==> config.mk <==
export PLATFORM = sky130hd
export DESIGN_NAME = l2_line_fill
export DESIGN_NICKNAME = d
export VERILOG_FILES = /design/src/rtl/l2_line_fill.sv
export SDC_FILE = /design/constraint.sdc
export NUM_CORES = 1
export LEC_CHECK = 0
export ABC_AREA = 1
export BUFFER_PORTS_ARGS = -buffer_cell sky130_fd_sc_hd__buf_4
export CAP_MARGIN = 20
export CORE_MARGIN = 4
export CORE_UTILIZATION = 51
export CTS_CLUSTER_SIZE = 28
export DETAILED_ROUTE_END_ITERATION = 8
export PLACE_DENSITY = 0.79
export SKIP_CTS_REPAIR_TIMING = 1
export SLEW_MARGIN = 20
export SYNTH_ARGS = -nofsm -noshare
export SYNTH_HDL_FRONTEND = slang
export SYNTH_SLANG_ARGS = --single-unit
==> constraint.sdc <==
create_clock -name clk -period 1.6 [get_ports clk]
set_clock_uncertainty 0.1 [all_clocks]
set_input_delay 0.32 -clock clk [delete_from_list [all_inputs] [get_ports clk]]
set_output_delay 0.32 -clock clk [all_outputs]
set_load 0.02 [all_outputs]
==> src/rtl/l2_line_fill.sv <==
// L2 line-fill engine: fetches BEATS narrow memory beats, assembles a line, writes it once.
// Optional FETCH idle timeout compiled in with L2_FILL_TIMEOUT_EN.
module l2_line_fill #(
  parameter int unsigned WIDTH      = 128,
  parameter int unsigned BEAT_WIDTH = 32,
  parameter int unsigned INDEX_W    = 4,
  parameter int unsigned TIMEOUT    = 255
) (
  input  logic                  clk,
  input  logic                  reset_n,
  input  logic                  fill_req,
  input  logic [INDEX_W-1:0]    fill_index,
  output logic                  fill_ready,
  output logic                  fill_done,
  output logic                  fill_err,
  output logic                  mem_read,
  input  logic                  mem_resp,
  input  logic [BEAT_WIDTH-1:0] mem_rdata,
  output logic                  array_write,
  output logic [INDEX_W-1:0]    array_index,
  output logic [WIDTH-1:0]      array_datain
);

  localparam int unsigned   BEATS     = WIDTH / BEAT_WIDTH;
  localparam int unsigned   BW        = $clog2(BEATS);
  localparam logic [BW-1:0] BEAT_LAST = BW'(BEATS - 1);

  typedef enum logic [1:0] {IDLE, FETCH, WRITE} state_t;

  state_t             state_q, state_d;
  logic [INDEX_W-1:0] idx_q, idx_d;
  logic [BW-1:0]      beat_q, beat_d;
  logic [WIDTH-1:0]   line_q, line_d;
  logic               mem_read_q;
  logic               done_q;

`ifdef L2_FILL_TIMEOUT_EN
  localparam int unsigned   TW      = $clog2(TIMEOUT + 1);
  localparam logic [TW-1:0] TO_LAST = TW'(TIMEOUT - 1);

  logic [TW-1:0] to_q, to_d;
  logic          err_q, err_d;

  always_ff @(posedge clk or negedge reset_n) begin
    if (!reset_n) begin
      to_q  <= '0;
      err_q <= 1'b0;
    end else begin
      to_q  <= to_d;
      err_q <= err_d;
    end
  end

  assign fill_err = err_q;
`else
  logic unused_timeout;
  assign unused_timeout = ^TIMEOUT;
  assign fill_err       = 1'b0;
`endif

  always_comb begin
    state_d = state_q;
    idx_d   = idx_q;
    beat_d  = beat_q;
    line_d  = line_q;
`ifdef L2_FILL_TIMEOUT_EN
    to_d    = to_q;
    err_d   = 1'b0;
`endif
    case (state_q)
      IDLE: begin
        if (fill_req) begin
          idx_d   = fill_index;
          beat_d  = '0;
          line_d  = '0;
          state_d = FETCH;
`ifdef L2_FILL_TIMEOUT_EN
          to_d    = '0;
`endif
        end
      end
      FETCH: begin
        if (mem_resp) begin
          // Constant-offset slices per beat slot keep the select static.
          for (int unsigned b = 0; b < BEATS; b++) begin
            if (beat_q == BW'(b)) line_d[b*BEAT_WIDTH +: BEAT_WIDTH] = mem_rdata;
          end
          beat_d = beat_q + 1'b1;
          if (beat_q == BEAT_LAST) state_d = WRITE;
        end
`ifdef L2_FILL_TIMEOUT_EN
        // A beat landing on the limit cycle wins over the abort.
        if (mem_resp) begin
          to_d = '0;
        end else if (to_q == TO_LAST) begin
          state_d = IDLE;
          err_d   = 1'b1;
        end else begin
          to_d = to_q + 1'b1;
        end
`endif
      end
      WRITE:   state_d = IDLE;
      default: state_d = IDLE;
    endcase
  end

  always_ff @(posedge clk or negedge reset_n) begin
    if (!reset_n) begin
      state_q    <= IDLE;
      idx_q      <= '0;
      beat_q     <= '0;
      line_q     <= '0;
      mem_read_q <= 1'b0;
      done_q     <= 1'b0;
    end else begin
      state_q    <= state_d;
      idx_q      <= idx_d;
      beat_q     <= beat_d;
      line_q     <= line_d;
      mem_read_q <= (state_d == FETCH);
      done_q     <= (state_d == WRITE);
    end
  end

  assign fill_ready   = (state_q == IDLE);
  assign fill_done    = done_q;
  assign array_write  = done_q;
  assign mem_read     = mem_read_q;
  assign array_index  = idx_q;
  assign array_datain = line_q;

endmodule

==> results.cfg <==
[status]
status = complete, but fails checks
violated_checks = negative setup slack

[grt]
globalRoute.totalOverflow = 0
grt_max_degree = 52
global_route.usage.total_pct = 27.3
grt_pass1_wl_um = 28000
antenna_violations_before_repair = 0
vias_in_the_first_global_route = 5449

[floorplanning]
dieHeight_um = 115
starting_utilization_of_the_core_area_pct = 52.8
io_pins = 177
core_area_mm2 = 0.0110
die_span_x_um = 115
design.die.area_mm2 = 0.0131
floorplan.rows = 38

[clock_tree]
cts_tree = built
htreeDepth = 4
clockRootBuffer = clkbuf_16
clock_latency_ps = 410
cts.reportedPaths.clkPinSlew_ps = 60
clock_sinks = 138
max-clock-path-buffers = 2
cts_inserted_buffers = 17

[synthesis]
count_of_mapped_cells_out_of_synthesis = 682
synth.yosys.seq_area_share_pct = 59.6
mappedNetlistNets = 726
ys_types = 18
synthesis.area_per_instance_um2 = 8.50
syn_area_mm2 = 0.00580
synthesis.yosys.warnings = 0
number_of_storage_elements_in_the_synthesis_netlist = 138

[finish]
layout.area.seq_mm2 = 0.00346
multi_input_area_mm2 = 0.00200
layout_commonest_cell = nand2_1
final_area_mm2 = 0.00809
final_core_util_pct = 73.7
syn_to_final_growth_pct = 39.6
n_antenna_cell = 0
layout_common_cells = 274 x nand2_1, 196 x buf_4, 136 x dfrtp_1
fin_cells = 1021
nets = 913
filler_cell_count = 797
drive_gt1_share_pct = 28.8

[power]
share_comb_of_total_power_pct = 45.9
power.net_switching_mw = 7.58
power.ir.vdd_worst_mv = 1.13
power.total_mw = 18.2
seq_pwr_share_pct = 32.4
clkPwrFrac_pct = 21.7
static-leakage-power_nw = 4.69
power.density_mw_per_mm2 = 2250
internal_power_mw = 10.6
power_switching_share_pct = 41.7

[routing]
vias = 5440
avgViaCountPerCell = 5.33
drt_iter0_drc = 470
detail_route.drc_violations = 0
drtAntennaViolNets = 0
drtPass1Iterations = 6
detail_route.wl_per_cell_um = 17.6
wirelength_um = 17900

[critical_path]
cp.required_ps = 1180
critPathKind = reg -> out
crit_path_frequent_cell = buf_6
worstPathArrival_ps = 1210
critical_path_maximum_fanout = 3
crit_path_top_delay_cell = dfrtp_2
path_cells = nor2_4 > buf_6 > buf_6
crit_path_end_kind = output port
slowest_delay_ps = 430
start_kind = register

[sta]
hold_violations = 0
fin_tns_setup_ps = -26.7
unrepaired_setup_endpoints_after_global_routing = yes
fmax_mhz = 615
drv_slew = 0
report.final.setup_viol = 1
post-route-period-util_pct = 102
final_period_demand_of_the_worst_path_ps = 1630
setup_slack_ps = -26.7
fin_hold_ws_ps = 34.6

[run]
maxcap_violations = 0

[placement]
detailed_place.area_mm2 = 0.00737
numPortBuffers = 175
place_worst_setup_slack_ps = 67.4
place_inst = 982
place.gp.congestion = 0.824
post-dp-hpwl_um = 12000

[hold_path]
hold_path.class = in -> reg
## power groups by stage
| stage | combinational (mW) | clock [mW] | sequential [mW] |
|---|---|---|---|
| final | 8.35 | 3.95 | 5.91 |
| after global routing | 9.03 | 4.15 | 6.04 |
| after CTS | 8.07 | 3.97 | 5.88 |
| after detailed placement | 8.02 | 0 | 5.91 |
| after global placement | 7.83 | 0 | 5.86 |
| after floorplan | 2.85 | 0 | 7.41 |
## worst paths after layout
check | startpoint | to | slack [ps] | cells past startpoint
worst max-delay path | state_q[1] | fill_ready | -30 | 3
worst min-delay path | fill_index[3] | array_index[3] | 30 | 3
worst max register to register | state_q[1] | array_datain[34] | 70 | 6
worst min register to register | array_index[2] | array_index[2] | 380 | 2
max in group asynchronous | reset_n | array_datain[80] | 550 | 3
min in group asynchronous | reset_n | array_datain[41] | 300 | 2
## metal layers
| layer | GRT usage, % | share of wire [%] | vias to the layer above |
|---|---|---|---|
| met4 | 10.1 | 2.3 | 0 |
| met1 | 35.8 | 40 | 2622 |
| met2 | 44.2 | 48 | 274 |
| li1 | - | - | 2506 |
| met5 | 0 | 0 | - |
| met3 | 6.71 | 9.3 | 38 |
## logic make-up (layout without fill, tap and decap cells)
logic type / Yosys count / after routing / synth area share [%]
AOI/OAI and AO/OA: 2 / 2 / 0.173
adders and majority gates: 4 / 4 / 0.863
buffers and inverters: 87 / 285 / 6.62
DFF: 138 / 138 / 59.6
other: 1 / 1 / 0.0647
and+or+nand+nor: 450 / 451 / 32.7
## state kept, by name (all words and copies together), names as in the netlist
register,cells
array_datain,128
array_index,4
beat_q,2
state_q,2
array_write,1
mem_read,1
## synthesized netlist by cell type
cell,instances,area [um^2]
nand2_1,274,1030
buf_2,25,125
clkbuf_1,7,26.3
nand2_2,6,37.5
clkinv_1,1,3.75
nand4_1,1,6.26
inv_1,41,154
o21ai_0,2,10.0
inv_2,1,3.75
dfrtp_1,138,3450
buf_4,7,52.6
nand2_4,1,11.3
ha_1,4,50.1
nor2_1,32,120
buf_1,5,18.8
conb_1,1,3.75
nor2_4,2,22.5
nand3_1,134,671
## critical path: cells and delay by family (launching register included)
family | cells | cell delay (ps)
flip-flops | 1 | 430
AND/OR/NAND/NOR | 1 | 140
buffers and inverters | 2 | 220
## cell type report
class | count | area share (%)
Sequential cell | 138 | 42.7
Clock inverter | 9 | 1.39
Tap cell | 140 | 2.16
Clock buffer | 22 | 5.98
Multi-Input combinational cell | 458 | 24.7
Timing Repair Buffer | 211 | 21.1
Inverter | 43 | 1.99
Note: power is estimated with default switching activity, not from simulation.
